===== src/rtl/seg_scan.sv =====
// seg_scan: four-digit multiplexed 7-segment scanner.
//   Walks the digits right to left (0,1,2,3), spending REFRESH_DIV clocks on each
//   one. The first GUARD clocks of every slot keep all anodes off so the previous
//   digit's segments cannot ghost onto the next anode. The BCD digits and decimal
//   points are captured once per frame, so one frame never mixes two input values.
//   Leading zeros can be blanked, and digit 0 is never blanked.
// Ports:
//   clk        system clock
//   rst        synchronous active-high reset
//   digits_in  four BCD digits; [3:0] is digit 0 (rightmost)
//   dp_in      decimal-point request per digit, active-high
//   blank_lz   leading-zero blanking enable (used live, not captured)
//   duan_ctrl  digit code to the segment decoder; 4'hF means blank
//   wei_out    anode enables, active-low, bit k drives digit k
//   dp_out     decimal-point segment, active-low
module seg_scan #(
  parameter int REFRESH_DIV = 50000,
  parameter int GUARD       = 16
) (
  input  logic        clk,
  input  logic        rst,
  input  logic [15:0] digits_in,
  input  logic [3:0]  dp_in,
  input  logic        blank_lz,
  output logic [3:0]  duan_ctrl,
  output logic [3:0]  wei_out,
  output logic        dp_out
);
  localparam int NUM_DIGITS = 4;
  localparam int CW = (REFRESH_DIV > 2) ? $clog2(REFRESH_DIV) : 1;
  localparam logic [CW-1:0] TERM = CW'(REFRESH_DIV - 1);

  logic [CW-1:0]           cnt;
  logic [1:0]              idx;
  logic [15:0]             snap_d;
  logic [NUM_DIGITS-1:0]   snap_dp;
  logic                    term;

  assign term = (cnt == TERM);

  // Slot counter and digit index. The snapshot is taken on the last clock of
  // digit 3, so the new value is in place when digit 0 of the next frame starts.
  always_ff @(posedge clk) begin
    if (rst) begin
      cnt     <= '0;
      idx     <= 2'd0;
      snap_d  <= 16'h0000;
      snap_dp <= 4'h0;
    end else begin
      cnt <= term ? '0 : cnt + 1'b1;
      if (term) idx <= idx + 2'd1;
      if (term && idx == 2'd3) begin
        snap_d  <= digits_in;
        snap_dp <= dp_in;
      end
    end
  end

  // all_zero[k]: digit k and every digit above it are zero. Codes A-F count as
  // nonzero here, so they stop the blanking.
  logic [NUM_DIGITS-1:0] dig_zero, all_zero, blank;

  genvar k;
  generate
    for (k = 0; k < NUM_DIGITS; k++) begin : g_dig
      assign dig_zero[k] = (snap_d[4*k +: 4] == 4'h0);
      if (k == NUM_DIGITS - 1) begin : g_top
        assign all_zero[k] = dig_zero[k];
      end else begin : g_low
        assign all_zero[k] = dig_zero[k] & all_zero[k+1];
      end
      if (k == 0) begin : g_d0
        assign blank[k] = 1'b0;
      end else begin : g_dn
        assign blank[k] = blank_lz & all_zero[k];
      end
    end
  endgenerate

  logic [3:0] nxt_duan, nxt_wei, cur_d;
  logic       nxt_dp;

  assign cur_d = snap_d[{idx, 2'b00} +: 4];

  always_comb begin
    nxt_duan = 4'hF;
    nxt_wei  = 4'b1111;
    nxt_dp   = 1'b1;
    if (int'(cnt) >= GUARD) begin
      // The decimal point follows its digit even when the digit itself is blanked.
      nxt_dp = ~snap_dp[idx];
      if (!blank[idx]) begin
        nxt_duan = cur_d;
        nxt_wei  = ~(4'b0001 << idx);
      end
    end
  end

  // Registered outputs: one clock behind the counter and index that produced them.
  always_ff @(posedge clk) begin
    if (rst) begin
      duan_ctrl <= 4'hF;
      wei_out   <= 4'b1111;
      dp_out    <= 1'b1;
    end else begin
      duan_ctrl <= nxt_duan;
      wei_out   <= nxt_wei;
      dp_out    <= nxt_dp;
    end
  end

endmodule


===== config.mk =====
export PLATFORM = sky130hd
export DESIGN_NAME = seg_scan
export DESIGN_NICKNAME = d
export VERILOG_FILES = /design/src/rtl/seg_scan.sv
export SDC_FILE = /design/constraint.sdc
export NUM_CORES = 1
export LEC_CHECK = 0
export CORE_MARGIN = 5
export CORE_UTILIZATION = 52
export DETAILED_ROUTE_END_ITERATION = 8
export PLACE_DENSITY_LB_ADDON = 0.3
export SLEW_MARGIN = 20
export SYNTH_ARGS = -nofsm -noshare
export SYNTH_HDL_FRONTEND = slang
export SYNTH_SLANG_ARGS = --single-unit
export TNS_END_PERCENT = 100

===== constraint.sdc =====
create_clock -name clk -period 4.28 [get_ports clk]
set_input_delay 1.07 -clock clk [delete_from_list [all_inputs] [get_ports clk]]
set_output_delay 1.07 -clock clk [all_outputs]
set_load 0.01 [all_outputs]

==> impl_table.tex, run 1 <==
\begin{tabular}{lr}
\hline
Metric & Value \\
\hline
\multicolumn{2}{l}{\textbf{Run status}} \\
Status & finished, final reports clean \\
\multicolumn{2}{l}{\textbf{Placed design}} \\
DP Wirelength & 2.85 mm \\
Placer congestion estimate & 0.822 \\
Count of buffers inserted at the top-level ports & 31 \\
Pre-CTS setup slack & 1740 ps \\
\multicolumn{2}{l}{\textbf{Power and ir drop}} \\
Leakage power figure & 0.000839 uW \\
Peak ir drop on the vdd network & 256 uV \\
Areal power density over the cells & 342 mW/mm\^{}2 \\
\multicolumn{2}{l}{\textbf{STA}} \\
Share of the clock period used by the worst path after layout & 52.1\% \\
Final worst setup slack & 2050 ps \\
Headroom to the max-slew limit & 63.7\% \\
Max Transition Viols Final & 0 \\
Maximum achievable frequency & 0.448 GHz \\
Setup repair after global routing missed its margin & false \\
Min Clock Period, post-route & 2230 ps \\
Total negative slack & 0 ps \\
Worst Skew & 8.65 ps \\
Actual transition at the worst max-transition pin & 542 ps \\
Number of endpoints failing setup at the final stage & 0 \\
Final Hold Viols & 0 \\
\multicolumn{2}{l}{\textbf{Yosys}} \\
Warning count from the yosys run & 0 \\
Yosys top cell area share & 46.2\% \\
Top cells by area, synth & dfxtp\_1 46\%, nand2\_1 8.9\%, mux4\_2 5.5\% \\
Main flop type after synthesis & dfxtp\_1 \\
Syn nets & 258 \\
Fraction of registers with async set/reset & 0\% \\
Area of the mapped netlist & 0.00204 sq mm \\
Cell variety after synth & 30 \\
Post-Synthesis Cells & 229 \\
Post-synthesis sequential element count & 47 \\
Register area share after synthesis & 46.2\% \\
Cell with the most instances after synthesis & nand2\_1 \\
Synth top cells by count & 48 x nand2\_1, 47 x dfxtp\_1, 25 x nor2\_1, 22 x a21oi\_1, 11 x xnor2\_1 \\
Average size of a mapped cell & 8.89 sq um \\
Number of enable-type register cells in the synthesized netlist & 0 \\
Cell accounting for the most synthesized area & dfxtp\_1 \\
\multicolumn{2}{l}{\textbf{Die}} \\
Initial Utilization & 54.8\% \\
Floorplan die area & 0.00527 sq mm \\
Chip Width & 72.6 um \\
Die height & 72.6 um \\
Ports placed on the boundary & 32 \\
Floorplan row count & 22 \\
Core region area & 0.00372 sq mm \\
\multicolumn{2}{l}{\textbf{Clock network}} \\
Post-CTS setup buffers & 0 \\
Total of cells resized after clock tree synthesis & 0 \\
Clock sinks & 47 \\
TritonCTS Buffers & 5 \\
Clock tree from TritonCTS & yes \\
Clock-pin transition on the worst setup and hold timing paths & 90 ps \\
Clock network latency to the later pin of the worst-skew pair & 300 ps \\
Clock Tree Buf Depth & 2 \\
H-Tree Depth & 2 \\
Hold bufs inserted after CTS & 0 \\
Cell at the root of the clock tree & clkbuf\_8 \\
\multicolumn{2}{l}{\textbf{GRT}} \\
Global-route wire length before repair & 6.70 mm \\
Antenna violations before repair & 0 \\
GRT Residual Overflow & 0 \\
Pin count of the biggest net entering global routing & 27 \\
All-Layer GR Usage & 16.0\% \\
Number of global-route vias before repair & 1485 \\
\multicolumn{2}{l}{\textbf{Worst hold path}} \\
Hold Crit Start & snap\_dp[0] \\
Path type of the worst min-delay path & flop to flop \\
\multicolumn{2}{l}{\textbf{Critical path}} \\
Req. time, crit path & 4460 ps \\
Worst Setup End Kind & flop \\
CP bufs+invs & 0 \\
Arrival time reported for the critical path endpoint & 2410 ps \\
Source of the worst register-to-register timing path & idx[0] \\
Startpoint type of the worst setup path & flop \\
Cell-by-cell listing of the critical path & ha\_1, or4b\_1, or4\_4, nand2\_1, a21oi\_1 \\
Timing startpoint of the critical path & idx[0] \\
Crit path largest cell delay & 610 ps \\
Setup CP Type & flop to flop \\
Slowest-stage cell, CP & dfxtp\_1 \\
Max Fanout on Critical Path & 20 \\
Cell class contributing the biggest share of worst-path delay & simple AND/OR/NAND/NOR gates \\
\multicolumn{2}{l}{\textbf{Final layout}} \\
Area Overhead vs Synth & 22.0\% \\
Fraction of final layout cells sized beyond drive strength 1 & 8.17\% \\
Diode insertion count for antenna repair & 0 \\
Final Util & 66.8\% \\
Net count, final & 285 \\
\multicolumn{2}{l}{\textbf{Route}} \\
Remaining DRCs & 0 \\
Length of the first detailed-routing pass in iterations & 4 \\
Total Routed Length & 3.96 mm \\
Detail Route Antenna Nets & 0 \\
Routed vias & 1638 \\
Post-detailed-route via-to-cell ratio & 5.37 \\
DRC marker count from the first detailed-route iteration & 95 \\
Wire length per cell after detailed routing & 13.0 um \\
\multicolumn{2}{l}{\textbf{Job}} \\
Max-cap viol count & 0 \\
\hline
\end{tabular}
-- per-stage QoR --
stage                     cell area [sq um]  instances  hold WS, ps  power [uW]
after floorplan                        2040        229          429         463
after global placement                 2350        297          439         485
after detailed placement               2350        297          451         485
after CTS                              2480        305          464         854
after global routing                   2480        305          483         877
final                                  2480        305          460         850
-- sequential cells by signal, summed over array words and instances, names as in the netlist --
name       cells
dp_out         1
cnt           16
wei_out        4
duan_ctrl      4
idx            2
snap_d        16
snap_dp        4
-- cell families after synthesis --
group	Yosys count	synth area share (%)
simple gates	110	25.9
xor+xnor	14	6.02
fa+ha+maj	6	3.69
flops	47	46.2
mux	6	6.02
compound gates	26	7.07
buf+inv	20	5.04
-- path summary, 6_finish.rpt --
path                              endpoint  slack, ps  cells after the start
worst max-delay path            snap_d[10]       2050                      5
worst max register to register  snap_d[10]       2050                      5
worst min-delay path            snap_dp[0]        460                      2
worst min register to register  snap_dp[0]        460                      2
-- area by class of cell --
class / count / area (sq um)
inverters: 7 / 26.3
clock buffers: 6 / 72.6
clock inverters: 2 / 60.1
well taps: 48 / 60.1
fillers: 314 / 1230
flip-flops and latches: 47 / 941
repair buffers: 33 / 325
multi-input cells: 162 / 998
-- layer usage --
| layer | GRT usage, % | up-vias | part of all wire, % |
|---|---|---|---|
| met4 | 6.15 | 0 | 2.3 |
| met3 | 4.27 | 9 | 5.9 |
| li1 | - | 831 | - |
| met2 | 23.7 | 45 | 45 |
| met1 | 22.2 | 753 | 47 |
| met5 | 0 | - | 0 |
-- worst reg2reg max path: stages, from the launching register on --
cell and delay (ps):
dfxtp_1 610, ha_1 250, or4b_1 490, or4_4 570
nand2_1 130, a21oi_1 60
-- layout by cell type, fill, tap and decap left out, types with 2 or more instances in the layout --
cell             count
a21oi_1             22
nor2_1              25
ha_1                 6
or4_4                2
buf_4                2
nand2_1             48
xnor2_1             11
inv_1                7
mux4_2               5
dfxtp_1             47
xor2_1               3
clkbuf_8             5
nor4_1               4
clkdlybuf4s50_1     31
nand3_1             10
nand4_1              4
or4_1                2
bufinv_16            2
nor3_1               7
-- report_power, final --
group | switching (uW) | total (uW) | internal [uW]
logic | 11.4 | 32.4 | 21.0
clock network | 142 | 375 | 233
registers | 3.20 | 442 | 439
(Power assumes the default switching activity.)
==> inputs of run 2 (changes only) <==
--- a/config.mk
+++ b/config.mk
@@ -6,7 +6,7 @@
 export NUM_CORES = 1
 export LEC_CHECK = 0
 export CORE_MARGIN = 5
-export CORE_UTILIZATION = 52
+export CORE_UTILIZATION = 47
 export DETAILED_ROUTE_END_ITERATION = 8
 export PLACE_DENSITY_LB_ADDON = 0.3
 export SLEW_MARGIN = 20
==> constraint.sdc (replaced) <==
create_clock -name clk -period 1.8 [get_ports clk]
set_input_delay 0.45 -clock clk [delete_from_list [all_inputs] [get_ports clk]]
set_output_delay 0.45 -clock clk [all_outputs]
set_load 0.01 [all_outputs]
==> impl_table.tex, run 2 (synthesized netlist as in run 1, its figures left out) <==
\begin{tabular}{lr}
\hline
Metric & Value \\
\hline
\multicolumn{2}{l}{\textbf{Run status}} \\
Status & finished with violations \\
Failing checks & setup timing \\
\multicolumn{2}{l}{\textbf{STA}} \\
Min Clock Period, post-route & 1880 ps (-352 ps) \\
Actual transition at the worst max-transition pin & 529 ps (-13.3 ps) \\
Headroom to the max-slew limit & 64.6\% (+0.89 points) \\
Setup repair after global routing missed its margin & true \\
Maximum achievable frequency & 0.532 GHz (+19\%) \\
Final worst setup slack & -79.6 ps (-2130 ps) \\
Number of endpoints failing setup at the final stage & 20 (+20) \\
Max Transition Viols Final & 0 (unchanged) \\
Worst Skew & 6.00 ps (-2.65 ps) \\
Final Hold Viols & 0 (unchanged) \\
Share of the clock period used by the worst path after layout & 104\% (+52 points) \\
Worst Hold Margin & 466 ps (+6.86 ps) \\
\multicolumn{2}{l}{\textbf{GRT}} \\
Antenna violations before repair & 0 (unchanged) \\
Global-route wire length before repair & 7.18 mm (+7.2\%) \\
GRT Residual Overflow & 0 (unchanged) \\
Number of global-route vias before repair & 1630 (+9.8\%) \\
Pin count of the biggest net entering global routing & 24 (-11\%) \\
All-Layer GR Usage & 16.7\% (+0.65 points) \\
\multicolumn{2}{l}{\textbf{Worst hold path}} \\
Hold Crit Start & snap\_d[3] \\
Worst hold path cell count & 2 (unchanged) \\
Path type of the worst min-delay path & flop to flop \\
Capture endpoint of the worst hold path & snap\_d[3] \\
\multicolumn{2}{l}{\textbf{Critical path}} \\
Arrival time reported for the critical path endpoint & 2060 ps (-350 ps) \\
Worst Setup End Kind & flop \\
Setup CP Type & flop to flop \\
Source of the worst register-to-register timing path & cnt[4] \\
Cell count of the worst reg-to-reg path & 5 (unchanged) \\
Worst reg2reg setup slack & -80 ps (-2130 ps) \\
Startpoint type of the worst setup path & flop \\
R2r endpoint & snap\_d[5] \\
Max Fanout on Critical Path & 10 (-50\%) \\
Req. time, crit path & 1980 ps (-2480 ps) \\
\multicolumn{2}{l}{\textbf{Placed design}} \\
Pre-CTS setup slack & -107 ps (-1840 ps) \\
DP Wirelength & 3.28 mm (+15\%) \\
Dpl cells & 328 (+10\%) \\
Standard cell area after detailed placement & 0.00257 sq mm (+9.4\%) \\
Count of buffers inserted at the top-level ports & 31 (unchanged) \\
Placer congestion estimate & 0.825 (+0.35\%) \\
\multicolumn{2}{l}{\textbf{Power and ir drop}} \\
Leakage power figure & 0.00104 uW (+24\%) \\
Areal power density over the cells & 624 mW/mm\^{}2 (+82\%) \\
Total power of the final layout & 1780 uW (+110\%) \\
Peak ir drop on the vdd network & 370 uV (+45\%) \\
\multicolumn{2}{l}{\textbf{Die}} \\
Chip Width & 75.8 um (+4.5\%) \\
Core region area & 0.00426 sq mm (+15\%) \\
Die height & 75.8 um (+4.5\%) \\
Ports placed on the boundary & 32 (unchanged) \\
Floorplan die area & 0.00575 sq mm (+9.1\%) \\
Initial Utilization & 47.7\% (-7.0 points) \\
Floorplan row count & 24 (+9.1\%) \\
\multicolumn{2}{l}{\textbf{Clock network}} \\
Clock Tree Buf Depth & 2 (unchanged) \\
Clock sinks & 47 (unchanged) \\
H-Tree Depth & 2 (unchanged) \\
Clock-pin transition on the worst setup and hold timing paths & 80 ps (about the same) \\
Clock network latency to the later pin of the worst-skew pair & 300 ps (about the same) \\
Clock tree from TritonCTS & yes \\
TritonCTS Buffers & 5 (unchanged) \\
Cell at the root of the clock tree & clkbuf\_8 \\
\multicolumn{2}{l}{\textbf{Route}} \\
Remaining DRCs & 0 (unchanged) \\
DRC marker count from the first detailed-route iteration & 85 (-11\%) \\
Post-detailed-route via-to-cell ratio & 5.37 (about the same) \\
Total Routed Length & 4.94 mm (+25\%) \\
Routed vias & 1843 (+13\%) \\
Detail Route Antenna Nets & 0 (unchanged) \\
Length of the first detailed-routing pass in iterations & 4 (unchanged) \\
Wire length per cell after detailed routing & 14.4 um (+11\%) \\
\multicolumn{2}{l}{\textbf{Final layout}} \\
Filler-free cell count of the finished design & 343 (+12\%) \\
Most frequent cells in the layout & 45 x dfxtp\_1, 37 x nand2\_1, 31 x clkdlybuf4s50\_1 \\
Fraction of final layout cells sized beyond drive strength 1 & 27.5\% (+19 points) \\
Area Overhead vs Synth & 40.1\% \\
Leading cell type in the layout, fill and taps excluded & dfxtp\_1 \\
Diode insertion count for antenna repair & 0 (unchanged) \\
Largest registers & cnt: 16 flops, snap\_d: 16 flops \\
Net count, final & 320 (+12\%) \\
Total non-filler cell area in the finished layout & 0.00285 sq mm (+15\%) \\
\multicolumn{2}{l}{\textbf{Job}} \\
Max-cap viol count & 0 (unchanged) \\
\hline
\end{tabular}
-- run 2: layout make-up --
cell class,count,area [sq um]
Clock buffer,6,82.6
Timing Repair Buffer,67,623
Tap cell,52,65.1
Inverter,7,26.3
Multi-Input combinational cell,163,1110
Clock inverter,1,5.00
Fill cell,351,1410
Sequential cell,47,943
-- run 2: where the power goes --
group          total, uW  switching, uW  internal, uW
sequential          1050           3.39          1040
combinational        103           39.7          62.8
clock                629            328           301
total               1780            371          1410
-- run 2: critical path, stage by stage (launching register included) --
cell and delay, ps:
dfxtp_1 320, or4_4 550, buf_4 160, or4_4 550
nand2_1 120, a21oi_2 60
-- run 2: worst max-delay path by stage --
stage / from / endpoint / slack [ps] / cells after the start
after floorplan: cnt[7] / snap_d[10] / 30 / 5
after global placement: idx[0] / snap_d[2] / -60 / 7
after detailed placement: idx[0] / snap_d[1] / -110 / 7
after CTS: idx[0] / snap_d[0] / -50 / 5
after global routing: idx[1] / snap_d[14] / -120 / 5
final: cnt[4] / snap_d[5] / -80 / 5
-- run 2: stage by stage --
stage	setup TNS [ps]	util, %
2_1_floorplan	0	-
3_3_place_gp	-870	60.3
3_5_place_dp	-1620	60.3
4_1_cts	-546	64.3
5_1_grt	-2290	66.9
6_report	-1220	66.9
-- run 2: per-layer routing --
layer / routed length (um) / track usage (%) / vias up
met1: 2200 / 23.3 / 861
met3: 334 / 4.49 / 12
met5: 0 / 0 / -
li1: - / - / 904
met4: 117 / 7.57 / 0
met2: 2280 / 23.9 / 66
-- run 2: timing repair --
action | 4_1_cts | 5_1_grt
pin swaps | 18 | 18
buffers inserted | 1 | 4
gates cloned | 2 | 1
resized for setup | 20 | 19
setup endpoints to repair | 20 | 29
hold buffers | 0 | 0
hold endpoints to repair | 0 | 0
==> inputs of run 3 (changes only) <==
--- a/config.mk
+++ b/config.mk
@@ -9,7 +9,7 @@
 export CORE_UTILIZATION = 47
 export DETAILED_ROUTE_END_ITERATION = 8
 export PLACE_DENSITY_LB_ADDON = 0.3
-export SLEW_MARGIN = 20
+export SETUP_SLACK_MARGIN = 0.15
 export SYNTH_ARGS = -nofsm -noshare
 export SYNTH_HDL_FRONTEND = slang
 export SYNTH_SLANG_ARGS = --single-unit
==> impl_table.tex, run 3 (synthesized netlist as in run 1, its figures left out) <==
\begin{tabular}{lr}
\hline
Metric & Value \\
\hline
\multicolumn{2}{l}{\textbf{Final layout}} \\
Most frequent cells in the layout & 43 x dfxtp\_1, 40 x nand2\_1, 31 x clkdlybuf4s50\_1, 31 x buf\_4, 20 x nor2\_1 \\
Final Util & 67.6\% (+0.70 points) \\
Total non-filler cell area in the finished layout & 0.00288 sq mm (+1.1\%) \\
Largest registers & cnt: 16 flops, snap\_d: 16 flops \\
Leading cell type in the layout, fill and taps excluded & dfxtp\_1 \\
Area Overhead vs Synth & 41.6\% \\
Filler-free cell count of the finished design & 345 (+0.58\%) \\
Number of fill cells & 328 (-6.6\%) \\
Fraction of final layout cells sized beyond drive strength 1 & 28.7\% (+1.2 points) \\
Diode insertion count for antenna repair & 0 (unchanged) \\
Net count, final & 321 (+0.31\%) \\
\multicolumn{2}{l}{\textbf{Clock network}} \\
Clock sinks & 47 (unchanged) \\
Clock network latency to the later pin of the worst-skew pair & 300 ps (about the same) \\
H-Tree Depth & 2 (unchanged) \\
Hold bufs inserted after CTS & 0 (unchanged) \\
Clock Tree Buf Depth & 2 (unchanged) \\
TritonCTS Buffers & 5 (unchanged) \\
Clock tree from TritonCTS & yes \\
Cell at the root of the clock tree & clkbuf\_8 \\
Clock-pin transition on the worst setup and hold timing paths & 90 ps (about the same) \\
\multicolumn{2}{l}{\textbf{Placed design}} \\
Count of buffers inserted at the top-level ports & 31 (unchanged) \\
Standard cell area after detailed placement & 0.00256 sq mm (-0.24\%) \\
DP Wirelength & 3.38 mm (+3.3\%) \\
Pre-CTS setup slack & -86.6 ps (+20.0 ps) \\
Dpl cells & 327 (-0.30\%) \\
Placer congestion estimate & 0.817 (-1.0\%) \\
\multicolumn{2}{l}{\textbf{GRT}} \\
Number of global-route vias before repair & 1797 (+10\%) \\
GRT Residual Overflow & 0 (unchanged) \\
Global-route wire length before repair & 8.36 mm (+16\%) \\
Antenna violations before repair & 0 (unchanged) \\
Pin count of the biggest net entering global routing & 23 (-4.2\%) \\
All-Layer GR Usage & 19.4\% (+2.7 points) \\
\multicolumn{2}{l}{\textbf{STA}} \\
Final Hold Viols & 0 (unchanged) \\
Number of endpoints failing setup at the final stage & 15 (-25\%) \\
Worst Skew & 12.8 ps (+6.84 ps) \\
Setup repair after global routing missed its margin & true \\
Maximum achievable frequency & 0.531 GHz (-0.16\%) \\
Actual transition at the worst max-transition pin & 413 ps (-116 ps) \\
Share of the clock period used by the worst path after layout & 105\% (+0.16 points) \\
Headroom to the max-slew limit & 72.2\% (+7.6 points) \\
Max Transition Viols Final & 0 (unchanged) \\
Final worst setup slack & -82.6 ps (-2.94 ps) \\
Min Clock Period, post-route & 1880 ps (+2.94 ps) \\
\multicolumn{2}{l}{\textbf{Route}} \\
DRC marker count from the first detailed-route iteration & 148 (+74\%) \\
Wire length per cell after detailed routing & 14.7 um (+2.2\%) \\
Length of the first detailed-routing pass in iterations & 4 (unchanged) \\
Total Routed Length & 5.07 mm (+2.8\%) \\
Detail Route Antenna Nets & 0 (unchanged) \\
Post-detailed-route via-to-cell ratio & 5.43 (+1.1\%) \\
Routed vias & 1874 (+1.7\%) \\
Remaining DRCs & 0 (unchanged) \\
\multicolumn{2}{l}{\textbf{Die}} \\
Core region area & 0.00426 sq mm (unchanged) \\
Floorplan die area & 0.00575 sq mm (unchanged) \\
Die height & 75.8 um (unchanged) \\
Initial Utilization & 47.7\% (unchanged) \\
Floorplan row count & 24 (unchanged) \\
Ports placed on the boundary & 32 (unchanged) \\
Chip Width & 75.8 um (unchanged) \\
\multicolumn{2}{l}{\textbf{Critical path}} \\
Startpoint type of the worst setup path & flop \\
Req. time, crit path & 2040 ps (+60 ps) \\
Max Fanout on Critical Path & 5 (-5) \\
Setup CP Type & flop to flop \\
Cell-by-cell listing of the critical path & ha\_4, or4b\_4, buf\_6, nor4\_4, buf\_4, buf\_6, nand2\_2, a21oi\_2 \\
Worst Setup End Kind & flop \\
Slowest-stage cell, CP & or4b\_4 \\
Cell repeated most along the worst path & buf\_6 \\
Arrival time reported for the critical path endpoint & 2130 ps (+70 ps) \\
Crit path largest cell delay & 510 ps (-40 ps) \\
\multicolumn{2}{l}{\textbf{Run status}} \\
Status & finished with violations \\
Failing checks & setup timing \\
\multicolumn{2}{l}{\textbf{Power and ir drop}} \\
Total power of the final layout & 1830 uW (+2.8\%) \\
Peak ir drop on the vdd network & 385 uV (+4.1\%) \\
Areal power density over the cells & 634 mW/mm\^{}2 (+1.7\%) \\
Leakage power figure & 0.00102 uW (-1.7\%) \\
\multicolumn{2}{l}{\textbf{Job}} \\
Max-cap viol count & 0 (unchanged) \\
\multicolumn{2}{l}{\textbf{Worst hold path}} \\
Path type of the worst min-delay path & flop to flop \\
\hline
\end{tabular}
## run 3: cell count changes in the layout (fill, tap and decap cells not counted), moves of 2 or more
cell	previous run	this run
a21oi_1	14	17
nand2_1	37	40
buf_4	29	31
nor2_1	25	20
dfxtp_1	45	43
nor2_4	0	5
dfxtp_2	2	4
a21oi_2	8	5
buf_8	2	0
nand2_4	2	0
## run 3: final cells by class
type	count	area, sq um	share of cell area [%]
repair buffers	67	608	21.1
well taps	52	65.1	2.26
flip-flops and latches	47	946	32.8
inverters	7	26.3	0.911
multi-input cells	164	1140	39.5
clock inverters	2	16.3	0.564
clock buffers	6	82.6	2.86
## run 3: final timing paths
path | from | depth (start not counted) | slack [ps] | to
worst max register to register | idx[1] | 8 | -80 | snap_dp[3]
worst min-delay path | snap_d[2] | 2 | 470 | snap_d[2]
worst min register to register | snap_d[2] | 2 | 470 | snap_d[2]
worst max-delay path | idx[1] | 8 | -80 | snap_dp[3]
## run 3: critical path, delay by kind of cell (launching register included)
family | cells | cell delay (ps)
flops | 1 | 360
buf+inv | 3 | 450
fa+ha+maj | 1 | 130
simple gates | 3 | 760
compound gates | 1 | 120
## run 3: repair_timing
action	in CTS	in global routing
pin swaps	30	6
resized for setup	31	10
cloned	3	0
buffers inserted	3	4
endpoints found under the setup margin	29	45
## run 3: stage by stage
stage / hold slack [ps] / TNS [ps]
floorplan: 429 / 0
global placement: 435 / -996
detailed placement: 450 / -1500
CTS: 466 / -531
global route: 487 / -1990
finish: 469 / -616
## run 3: per-layer routing
| metal | GRT usage [%] | vias up | wire (um) |
|---|---|---|---|
| li1 | - | 909 | - |
| met1 | 25.6 | 887 | 2230 |
| met2 | 31.7 | 64 | 2420 |
| met3 | 3.17 | 14 | 297 |
| met4 | 7.57 | 0 | 134 |
| met5 | 0 | - | 0 |
## run 3: power breakdown
part           internal, uW  leakage [uW]  total [uW]  switching [uW]
Clock                   314     0.0000474         676             363
Combinational          63.2      0.000594         105            41.7
Sequential             1040      0.000381        1050            2.92
Total                  1420       0.00102        1830             407
